<file path="config.mk">
export PLATFORM = sky130hd
export DESIGN_NAME = piezo_seq_flat
export DESIGN_NICKNAME = d
export VERILOG_FILES = /design/src/rtl/piezo_seq_if.sv /design/src/rtl/piezo_seq.sv /design/src/flat_wrapper.sv
export SDC_FILE = /design/constraint.sdc
export NUM_CORES = 1
export LEC_CHECK = 0
export CAP_MARGIN = 40
export CORE_MARGIN = 3
export CORE_UTILIZATION = 44
export DETAILED_ROUTE_END_ITERATION = 16
export RECOVER_POWER = 25
export REMOVE_ABC_BUFFERS = 1
export SETUP_SLACK_MARGIN = 0.05
export SLEW_MARGIN = 20
export SYNTH_ARGS = -nofsm -noshare
export SYNTH_HDL_FRONTEND = slang
export SYNTH_SLANG_ARGS = --single-unit
</file>
<file path="constraint.sdc">
create_clock -name clk -period 4.6 [get_ports clk]
set_input_delay 0.69 -clock clk [delete_from_list [all_inputs] [get_ports clk]]
set_output_delay 0.69 -clock clk [all_outputs]
set_load 0.005 [all_outputs]
</file>
<file path="src/rtl/piezo_seq_if.sv">
// Bus bundle for the piezo tune sequencer: tune requests, note RAM write
// port and the drive/status outputs. The optional duty input exists only
// when PIEZO_SEQ_DUTY_EN is defined.
interface piezo_seq_if #(
    parameter int NUM_TUNES = 3,
    parameter int ROM_DEPTH = 16,
    parameter int PRD_W     = 15,
    parameter int DUR_W     = 26
);
    localparam int ADDR_W = (ROM_DEPTH > 1) ? $clog2(ROM_DEPTH) : 1;
    localparam int TID_W  = (NUM_TUNES > 1) ? $clog2(NUM_TUNES) : 1;
    localparam int WORD_W = 1 + PRD_W + DUR_W;

    logic [NUM_TUNES-1:0]        req;
    logic [NUM_TUNES-1:0]        rpt_mask;
    logic [NUM_TUNES*ADDR_W-1:0] tune_start;
    logic                        wr_en;
    logic [ADDR_W-1:0]           wr_addr;
    logic [WORD_W-1:0]           wr_data;
`ifdef PIEZO_SEQ_DUTY_EN
    logic [3:0]                  duty;
`endif
    logic                        piezo;
    logic                        piezo_n;
    logic                        busy;
    logic [TID_W-1:0]            tune_id;
    logic [ADDR_W-1:0]           note_idx;

    modport master (
        output req, rpt_mask, tune_start, wr_en, wr_addr, wr_data,
`ifdef PIEZO_SEQ_DUTY_EN
        output duty,
`endif
        input  piezo, piezo_n, busy, tune_id, note_idx
    );

    modport slave (
        input  req, rpt_mask, tune_start, wr_en, wr_addr, wr_data,
`ifdef PIEZO_SEQ_DUTY_EN
        input  duty,
`endif
        output piezo, piezo_n, busy, tune_id, note_idx
    );
endinterface

</file>
<file path="src/rtl/piezo_seq.sv">
// Piezo tune sequencer. Plays tunes from a writable note RAM
// (word = {last, prd, dur}), arbitrates the request lines by fixed priority
// (index 0 wins), gates masked tunes on the repeat pulse and only preempts
// at note boundaries. piezo/piezo_n are driven differentially while a
// pitched note plays and are both low otherwise.
// Optional feature macro: PIEZO_SEQ_DUTY_EN adds a 4-bit duty input
// (high time = duty/16 of the period); without it the duty is fixed at 50%.
//
// state   | meaning
// --------+-----------------------------------------------------------
// S_IDLE  | silent, waiting for an eligible request
// S_FETCH | one cycle: note word read from RAM and latched, counters cleared
// S_PLAY  | tone (or rest) running until the duration counter expires
module piezo_seq #(
    parameter int          FAST_SIM  = 1,
    parameter int          NUM_TUNES = 3,
    parameter int          ROM_DEPTH = 16,
    parameter int          PRD_W     = 15,
    parameter int          DUR_W     = 26,
    parameter logic [27:0] RPT_CNT   = 28'h8F0D180
) (
    input logic        clk,
    input logic        rst_n,
    piezo_seq_if.slave bus
);
    localparam int ADDR_W = (ROM_DEPTH > 1) ? $clog2(ROM_DEPTH) : 1;
    localparam int TID_W  = (NUM_TUNES > 1) ? $clog2(NUM_TUNES) : 1;
    localparam int WORD_W = 1 + PRD_W + DUR_W;
    localparam int INC    = (FAST_SIM != 0) ? 64 : 1;

    localparam logic [27:0]       RPT_INC   = 28'(INC);
    localparam logic [PRD_W-1:0]  PRD_INC   = PRD_W'(INC);
    localparam logic [DUR_W-1:0]  DUR_INC   = DUR_W'(INC);
    localparam logic [ADDR_W-1:0] LAST_ADDR = ADDR_W'(ROM_DEPTH - 1);
    localparam logic [ADDR_W-1:0] ADDR_ONE  = ADDR_W'(1);

    typedef enum logic [1:0] {
        S_IDLE  = 2'd0,
        S_FETCH = 2'd1,
        S_PLAY  = 2'd2
    } state_t;

    state_t             state_q, state_d;
    logic [27:0]        rpt_cntr_q, rpt_cntr_d;
    logic [PRD_W-1:0]   prd_cntr_q, prd_cntr_d;
    logic [DUR_W-1:0]   dur_cntr_q, dur_cntr_d;
    logic [PRD_W-1:0]   cur_prd_q, cur_prd_d;
    logic [DUR_W-1:0]   cur_dur_q, cur_dur_d;
    logic               cur_last_q, cur_last_d;
    logic [TID_W-1:0]   tune_id_q, tune_id_d;
    logic [ADDR_W-1:0]  note_idx_q, note_idx_d;

    logic                 rpt;
    logic [NUM_TUNES-1:0] elig;
    logic                 any_elig;
    logic [TID_W-1:0]     sel;
    logic [ADDR_W-1:0]    sel_start;
    logic                 note_end;
    logic                 tone_on;
    logic                 audible;

    logic [WORD_W-1:0] mem [ROM_DEPTH];
    logic [WORD_W-1:0] rd_word;

    // Note RAM write port; never reset so tunes survive a sequencer reset
    always_ff @(posedge clk) begin
        if (bus.wr_en) begin
            mem[bus.wr_addr] <= bus.wr_data;
        end
    end

    // FETCH latches this at the same edge a write may land, so a colliding
    // write is seen only by the next fetch (read-before-write)
    assign rd_word = mem[note_idx_q];

    // Free-running repeat counter; rpt is a one-cycle pulse at the interval
    always_comb begin
        rpt        = (rpt_cntr_q >= RPT_CNT);
        rpt_cntr_d = rpt ? '0 : rpt_cntr_q + RPT_INC;
    end

    // Eligibility and fixed-priority select (lowest index wins)
    always_comb begin
        elig     = bus.req & (~bus.rpt_mask | {NUM_TUNES{rpt}});
        any_elig = |elig;
        sel      = '0;
        for (int i = NUM_TUNES - 1; i >= 0; i--) begin
            if (elig[i]) begin
                sel = TID_W'(i);
            end
        end
        sel_start = bus.tune_start[int'(sel) * ADDR_W +: ADDR_W];
    end

    assign note_end = (dur_cntr_q >= cur_dur_q);

    // Next-state logic: arbitration, note fetch, counters and note advance
    always_comb begin
        state_d    = state_q;
        tune_id_d  = tune_id_q;
        note_idx_d = note_idx_q;
        prd_cntr_d = prd_cntr_q;
        dur_cntr_d = dur_cntr_q;
        cur_prd_d  = cur_prd_q;
        cur_dur_d  = cur_dur_q;
        cur_last_d = cur_last_q;
        unique case (state_q)
            S_IDLE: begin
                if (any_elig) begin
                    tune_id_d  = sel;
                    note_idx_d = sel_start;
                    state_d    = S_FETCH;
                end
            end
            S_FETCH: begin
                {cur_last_d, cur_prd_d, cur_dur_d} = rd_word;
                prd_cntr_d = '0;
                dur_cntr_d = '0;
                state_d    = S_PLAY;
            end
            S_PLAY: begin
                dur_cntr_d = dur_cntr_q + DUR_INC;
                prd_cntr_d = (prd_cntr_q >= cur_prd_q) ? '0 : prd_cntr_q + PRD_INC;
                if (note_end) begin
                    if (any_elig && (sel < tune_id_q)) begin
                        tune_id_d  = sel;
                        note_idx_d = sel_start;
                        state_d    = S_FETCH;
                    end else if (cur_last_q) begin
                        state_d = S_IDLE;
                    end else begin
                        // explicit wrap keeps non-power-of-two depths in range
                        note_idx_d = (note_idx_q == LAST_ADDR) ? '0 : note_idx_q + ADDR_ONE;
                        state_d    = S_FETCH;
                    end
                end
            end
            default: begin
                state_d = S_IDLE;
            end
        endcase
    end

    // State and datapath registers with synchronous active-low reset
    always_ff @(posedge clk) begin
        if (!rst_n) begin
            state_q    <= S_IDLE;
            rpt_cntr_q <= '0;
            prd_cntr_q <= '0;
            dur_cntr_q <= '0;
            cur_prd_q  <= '0;
            cur_dur_q  <= '0;
            cur_last_q <= 1'b0;
            tune_id_q  <= '0;
            note_idx_q <= '0;
        end else begin
            state_q    <= state_d;
            rpt_cntr_q <= rpt_cntr_d;
            prd_cntr_q <= prd_cntr_d;
            dur_cntr_q <= dur_cntr_d;
            cur_prd_q  <= cur_prd_d;
            cur_dur_q  <= cur_dur_d;
            cur_last_q <= cur_last_d;
            tune_id_q  <= tune_id_d;
            note_idx_q <= note_idx_d;
        end
    end

`ifdef PIEZO_SEQ_DUTY_EN
    localparam int CMP_W = PRD_W + 4;
    logic [CMP_W-1:0] duty_lhs;
    logic [CMP_W-1:0] duty_rhs;

    // Tone shaping with programmable duty; duty=0 keeps both legs low
    always_comb begin
        duty_lhs = {prd_cntr_q, 4'b0000};
        duty_rhs = CMP_W'(cur_prd_q) * CMP_W'(bus.duty);
        tone_on  = (duty_lhs < duty_rhs);
        audible  = (state_q == S_PLAY) && (cur_prd_q != '0) && (bus.duty != 4'd0);
    end
`else
    // Tone shaping at a fixed 50% duty; rests (prd=0) keep both legs low
    always_comb begin
        tone_on = (prd_cntr_q < (cur_prd_q >> 1));
        audible = (state_q == S_PLAY) && (cur_prd_q != '0);
    end
`endif

    assign bus.piezo    = audible & tone_on;
    assign bus.piezo_n  = audible & ~tone_on;
    assign bus.busy     = (state_q != S_IDLE);
    assign bus.tune_id  = tune_id_q;
    assign bus.note_idx = note_idx_q;
endmodule

</file>
<file path="src/flat_wrapper.sv">
// flat-port wrapper written by rule: the top's interface ports become plain ports
module piezo_seq_flat 
#(
    parameter int          FAST_SIM  = 1,
    parameter int          NUM_TUNES = 3,
    parameter int          ROM_DEPTH = 16,
    parameter int          PRD_W     = 15,
    parameter int          DUR_W     = 26,
    parameter logic [27:0] RPT_CNT   = 28'h8F0D180
)
  (clk, rst_n, bus_req, bus_rpt_mask, bus_tune_start, bus_wr_en, bus_wr_addr, bus_wr_data, bus_piezo, bus_piezo_n, bus_busy, bus_tune_id, bus_note_idx);
  piezo_seq_if #(.NUM_TUNES(NUM_TUNES), .ROM_DEPTH(ROM_DEPTH), .PRD_W(PRD_W), .DUR_W(DUR_W)) bus_i ();
  input logic clk;
  input logic rst_n;
  input wire logic [$bits(bus_i.req)-1:0] bus_req;
  input wire logic [$bits(bus_i.rpt_mask)-1:0] bus_rpt_mask;
  input wire logic [$bits(bus_i.tune_start)-1:0] bus_tune_start;
  input wire logic [$bits(bus_i.wr_en)-1:0] bus_wr_en;
  input wire logic [$bits(bus_i.wr_addr)-1:0] bus_wr_addr;
  input wire logic [$bits(bus_i.wr_data)-1:0] bus_wr_data;
  output wire logic [$bits(bus_i.piezo)-1:0] bus_piezo;
  output wire logic [$bits(bus_i.piezo_n)-1:0] bus_piezo_n;
  output wire logic [$bits(bus_i.busy)-1:0] bus_busy;
  output wire logic [$bits(bus_i.tune_id)-1:0] bus_tune_id;
  output wire logic [$bits(bus_i.note_idx)-1:0] bus_note_idx;
  assign bus_i.req = bus_req;
  assign bus_i.rpt_mask = bus_rpt_mask;
  assign bus_i.tune_start = bus_tune_start;
  assign bus_i.wr_en = bus_wr_en;
  assign bus_i.wr_addr = bus_wr_addr;
  assign bus_i.wr_data = bus_wr_data;
  assign bus_piezo = bus_i.piezo;
  assign bus_piezo_n = bus_i.piezo_n;
  assign bus_busy = bus_i.busy;
  assign bus_tune_id = bus_i.tune_id;
  assign bus_note_idx = bus_i.note_idx;
  piezo_seq #(.FAST_SIM(FAST_SIM), .NUM_TUNES(NUM_TUNES), .ROM_DEPTH(ROM_DEPTH), .PRD_W(PRD_W), .DUR_W(DUR_W), .RPT_CNT(RPT_CNT)) u_core (.clk(clk), .rst_n(rst_n), .bus(bus_i));
endmodule
</file>
Yosys cells after proc, flatten, opt, wreduce, memory -nomap -nowiden
Memory sizes are Yosys's and may differ from the RTL's. A register that Yosys moved wholly into a read port is not among the register bits. Index checks and enable logic that the tools add are counted.

Register bits after elaboration: 77. Input bits: 67. Word-level logic and storage cells: 67. Memories: 1. Memory bits (writable): 672. Output and inout bits: 9.

Memories: u_core.mem (words 16, width 42, rd ports 1, clocked after Yosys merged registers in 1, wr ports 1, line piezo_seq.sv:62) `logic [WORD_W-1:0] mem [ROM_DEPTH];`.

Reduce and logical (&&, ||, !) cells: 13. Multiplexer cells: 23. Order comparisons: 5. Eq/ne operators: 7. $add $sub $neg: 4. Shifts and indexed selects: 1. Bitwise operators: 7.

Operator list (count): 26-bit one-hot mux with 2 select lines (1); 15-bit one-hot mux with 2 select lines (1); 28-bit by 7-bit adder with 28-bit output, second input constant (1); 28-bit >= comparator, second input constant (1); 26-bit by 7-bit adder with 26-bit output, second input constant (1); 26-bit >= comparator (1); 4-bit two-way mux (5); 2-bit two-way mux (9); 15-bit by 7-bit adder with 15-bit output, second input constant (1); 15-bit >= comparator (1); 15-bit by 14-bit less-than comparator with 1-bit output (1); 15-bit two-way mux (1); 15-bit nonzero test (1); 12-bit by 5-bit variable part select with 4-bit output (1); 4-bit one-hot mux with 2 select lines (1); 4-bit AND reduction (2); 2-bit by 1-bit inequality test with 1-bit output, second input constant (3); 2-bit one-hot mux with 3 select lines (1); 2-bit nonzero test (3); 4-bit by 1-bit adder with 4-bit output, second input constant (1); 4-bit equality test, second input constant (1); 2-bit one-hot mux with 2 select lines (1); 3-bit AND (1); 1-bit two-way mux (3); 14 further kinds (17).

Longest topological paths before layout
Depth after elaboration: 11. Depth in mapped cells: 13.

Worst setup path before layout
No wires, ideal clock.

Path kind: input to register. From: input port bus_wr_addr[2]. To: memory u_core.mem[0][0] (netlist bit) (enable). Required time: 4.106 ns. Buffers on the path: 0. Stages: 2. Slack: 0.027 ns. Setup time: 0.494 ns. Arrival: 4.079 ns. Cell sequence: or3b_2 > nor3_1.

RTL lines: from (decl) (line flat_wrapper.sv:19) `input wire logic [$bits(bus_i.wr_addr)-1:0] bus_wr_addr;`; to (decl) (line piezo_seq.sv:62).

Straight into the memory's write port.

Worst setup path after layout
From: register u_core.cur_prd_q[7]. To: output port bus_piezo.

Longest elaborated chain between the ends: 3. Elaborated cells on any way between the ends: 4. Those cells by class: order compare (1); bitwise (1); reduce/logical (2).

RTL lines: from (decl) (line piezo_seq.sv:47) `logic [PRD_W-1:0] cur_prd_q, cur_prd_d;`; from (signal assigned) (line piezo_seq.sv:161) `cur_prd_q <= cur_prd_d;`; parallel branches: the longest is 2 deep, another holds 15-bit by 14-bit less-than comparator with 1-bit output; 1-bit AND (*) (line piezo_seq.sv:189) `assign bus.piezo = audible & tone_on;`; to (decl) (line flat_wrapper.sv:21) `output wire logic [$bits(bus_i.piezo)-1:0] bus_piezo;`.

Every way passes the cells marked *.

==> metrics.md <==
| Metric | Value |
|---|---|
| CTS root buffer | `clkbuf_16` |
| Post-route cell area | `35700 µm²` |
| Synth Flop Type | `edfxtp_1` |
| Worst r2r path cells | `12` |
| Post-DP HPWL | `about 40000 µm` |
| Most common cell on crit path | `nor2b_1` |
| Min-Delay Path Class | `register to register` |
| Met3 Use GR | `roughly 3.8%` |
| Drt initial violations | `1245` |
| Avg Inst Size Synth | `~19 µm²` |
| Cell family with most CP delay | `compound AO/OA/AOI/OAI gates` |
| WP depth | `10` |
| Largest net degree at the start of global routing | `between 50 and 60` |
| Crit path cell chain | `inv_1 -> ha_1 -> a41o_1 -> a21o_1 -> a21oi_1 -> nor2b_1 -> o211ai_1 -> a32o_1 -> nor2b_1 -> clkdlybuf4s50_1` |
| Post-route minimum period | `between 3 and 4 ns` |
| Crit path kind | `register to output pin` |
| CTS H-tree depth | `3` |
| Residual antenna-violating net count after detailed routing | `0` |
| Number of enable flip-flop cells after synthesis | `around 670` |
| Yosys warns | `0` |
| Peak supply drop | `just under 300 µV` |
| Clock Latency Late Sink | `0.62 ns` |
| Worst hold stages | `2` |
| CP bufs+invs | `2` |
| Clock Tree Buf Depth | `3` |
| Initial antenna violation count | `9` |
| Final Hold Fails | `0` |
| Die Width | `270 µm` |
| Post-Route Utilization | `approximately half` |
| Final period util | `between 70 and 80%` |
| CP startpoint kind | `register` |
| CTS resizes | `0` |
| DR vias | `~15000` |
| CP max-delay cell | `clkdlybuf4s50_1` |
| Skew final | `roughly 0.026 ns` |
| Layout cell share with drive strength beyond 1 | `about a quarter` |
| Met1 GRT Util | `around a quarter` |
| Mapped Cells | `about 1600` |
| Final WL | `about 68000 µm` |
| Max Cap Viol | `0` |
| Outcome | `complete, no violations` |
| Die Ht | `about 270 µm` |
| CP max FO | `3` |
| Sequential fraction of the synthesis area | `between 70 and 80%` |
| Residual DRC | `0` |
| Final GP Congestion | `0.790` |
| Initial core utilization | `between 40% and 50%` |
| Full die area | `a little over 70000 µm²` |
| Crit. End Element | `output pin` |
| Post-CTS Setup Repair Bufs | `0` |
| Core Footprint | `68700 µm²` |
| Setup WS post-layout | `0.958 ns` |
| CTS sink cnt | `773` |
| Top cell type's share of synthesized area | `66.0%` |
| GR Util met2 | `between 30% and 40%` |
| Ys async rst share | `0%` |
| RSZ-0062 raised after global routing | `false` |
| First-pass GRT wire length | `102000 µm` |
| Layout area overhead | `16.7%` |
| Tightest hold margin | `around 0.50 ns` |
| Hold Buf Count CTS | `0` |
| Setup WS pre-CTS | `about 1.1 ns` |
| PwrDens | `525 nW/µm²` |
| Synth top cells by count | `edfxtp_1, mux4_2, nor2_1` |
| Fin. max-slew vios | `0` |
| Crit path required time | `3.91 ns` |
| Mapped Area | `between 30000 and 40000 µm²` |
| Synth area leader | `edfxtp_1` |
| Pin slew with the least headroom to its limit | `slightly above 0.8 ns` |
| Total global routing overflow | `0` |
| I/O Buffers | `75` |
| I/O pin cnt | `76` |
| Busiest grt layer | `met2` |
| CTS tree | `built` |
| Row cnt | `96` |
| Leakage | `about 11 nW` |
| Vias in the first global route | `15800` |
| Critical Path AT | `around 3 ns` |
| Distinct cells, synth | `between 60 and 70` |
| CP peak stage delay | `around 0.50 ns` |
| Placed standard-cell area | `around 33000 µm²` |
| Global-route usage over all layers | `between 10% and 20%` |
| Highest clock rate | `about 0.27 GHz` |
| Relative slew margins | `45.7%` |
| FF+latch count, synth | `just under 800` |
| Final setup violation count | `0` |
| Filler cells | `approximately 5500` |
| Leading cell type by number of instances after synthesis | `edfxtp_1` |
| DR vias/cell | `around 5.6` |
| 1st-pass router iterations | `5` |
| Final nets | `1819` |
| Total power | `about 19 mW` |
| Total CTS buffers | `between 80 and 90` |
| Per-cell routed wire length | `around 25 µm` |
| Largest cells by area after synthesis | `edfxtp_1, mux4_2, dfxtp_1` |
| Clock-pin slew on the worst setup and hold paths | `0.06 ns` |
[power by group]
| part | total, mW | switching [mW] | internal [mW] | leakage [nW] |
|---|---|---|---|---|
| Combinational | 4.02 | 1.98 | 2.04 | 3.14 |
| Clock | 6.46 | 2.64 | 3.82 | 1.32 |
| Sequential | 8.25 | 0.315 | 7.93 | 6.89 |
[cells by family after synthesis]
| group | after synthesis | synth area share [%] |
|---|---|---|
| DFF | 773 | 72.6 |
| muxes | 258 | 17.0 |
| and+or+nand+nor | 244 | 3.78 |
| buffers and inverters | 111 | 1.37 |
| AOI/OAI and AO/OA | 106 | 2.43 |
| adders and majority gates | 47 | 1.92 |
| xor gates and xnor gates | 30 | 0.859 |
[stage by stage]
| step | cells | TNS [ns] |
|---|---|---|
| floorplan | 1503 | -178.76 |
| global placement | 2544 | 0 |
| detailed placement | 2550 | 0 |
| CTS | 2702 | 0 |
| global route | 2706 | 0 |
| finish | 2707 | 0 |
[metal layers]
| metal | vias up | share of wire [%] |
|---|---|---|
| li1 | 6670 | - |
| met1 | 7987 | 43 |
| met2 | 408 | 49 |
| met3 | 91 | 5.5 |
| met4 | 6 | 1.9 |
| met5 | - | 0.061 |
[flip-flops by register name, summed over array words and instances, names as in the netlist]
signal,flops
u_core.bus.tune_id,2
u_core.state_q,2
u_core.dur_cntr_q,20
u_core.cur_dur_q,26
u_core.rpt_cntr_q,22
u_core.cur_last_q,1
u_core.mem,672
u_core.bus.note_idx,4
u_core.prd_cntr_q,9
u_core.cur_prd_q,15
[worst min-delay path, stage by stage, from the launching register on]
cell     delay [ns]
dfxtp_1        0.33
mux2i_1        0.07
nor2_1         0.07
[placed cells by master, fill, tap and decap left out, types with 4 or more instances in the layout]
cell type,Yosys,layout
mux4_2,210,210
ha_1,47,46
dlygate4sd3_1,0,24
and3_1,11,11
nand2_1,37,37
nor2_1,107,95
bufinv_16,0,6
or3_1,13,13
buf_4,0,19
a21o_1,9,9
nand2b_1,7,7
clkdlybuf4s50_1,0,51
o21ai_0,18,18
buf_12,0,18
nand4_1,12,12
mux2i_1,45,45
nor3_1,11,7
clkbuf_16,0,83
nor3_2,0,4
nor2b_1,5,5
xnor2_1,7,7
nor2_4,0,12
a31oi_1,9,9
clkbuf_8,0,9
clkinv_2,0,18
nand3_1,25,25
a21oi_1,28,28
edfxtp_1,672,672
dfxtp_1,101,97
clkinv_1,0,10
inv_1,45,44
xor2_1,23,23
buf_16,0,5
clkbuf_1,44,19
[cell type report]
cell class / instances / area [µm²] / area share, %
Multi-Input combinational cell: 685 / 8080 / 22.6
Sequential cell: 773 / 22200 / 62.2
Timing Repair Buffer: 118 / 1400 / 3.91
Antenna cell: 3 / 7.51 / 0.0210
Clock inverter: 41 / 397 / 1.11
Inverter: 45 / 169 / 0.473
Tap cell: 931 / 1160 / 3.26
Clock buffer: 111 / 2270 / 6.36
[path summary, 6_finish.rpt]
kind              slack [ns]                      to            startpoint
hold / removal          0.50    u_core.cur_dur_q[25]  u_core.cur_dur_q[25]
setup / recovery        0.96               bus_piezo   u_core.cur_prd_q[7]
hold reg to reg         0.50    u_core.cur_dur_q[25]  u_core.cur_dur_q[25]
setup reg to reg        1.12  u_core.bus.note_idx[3]  u_core.rpt_cntr_q[7]
Power figures use the tool's default switching activity.
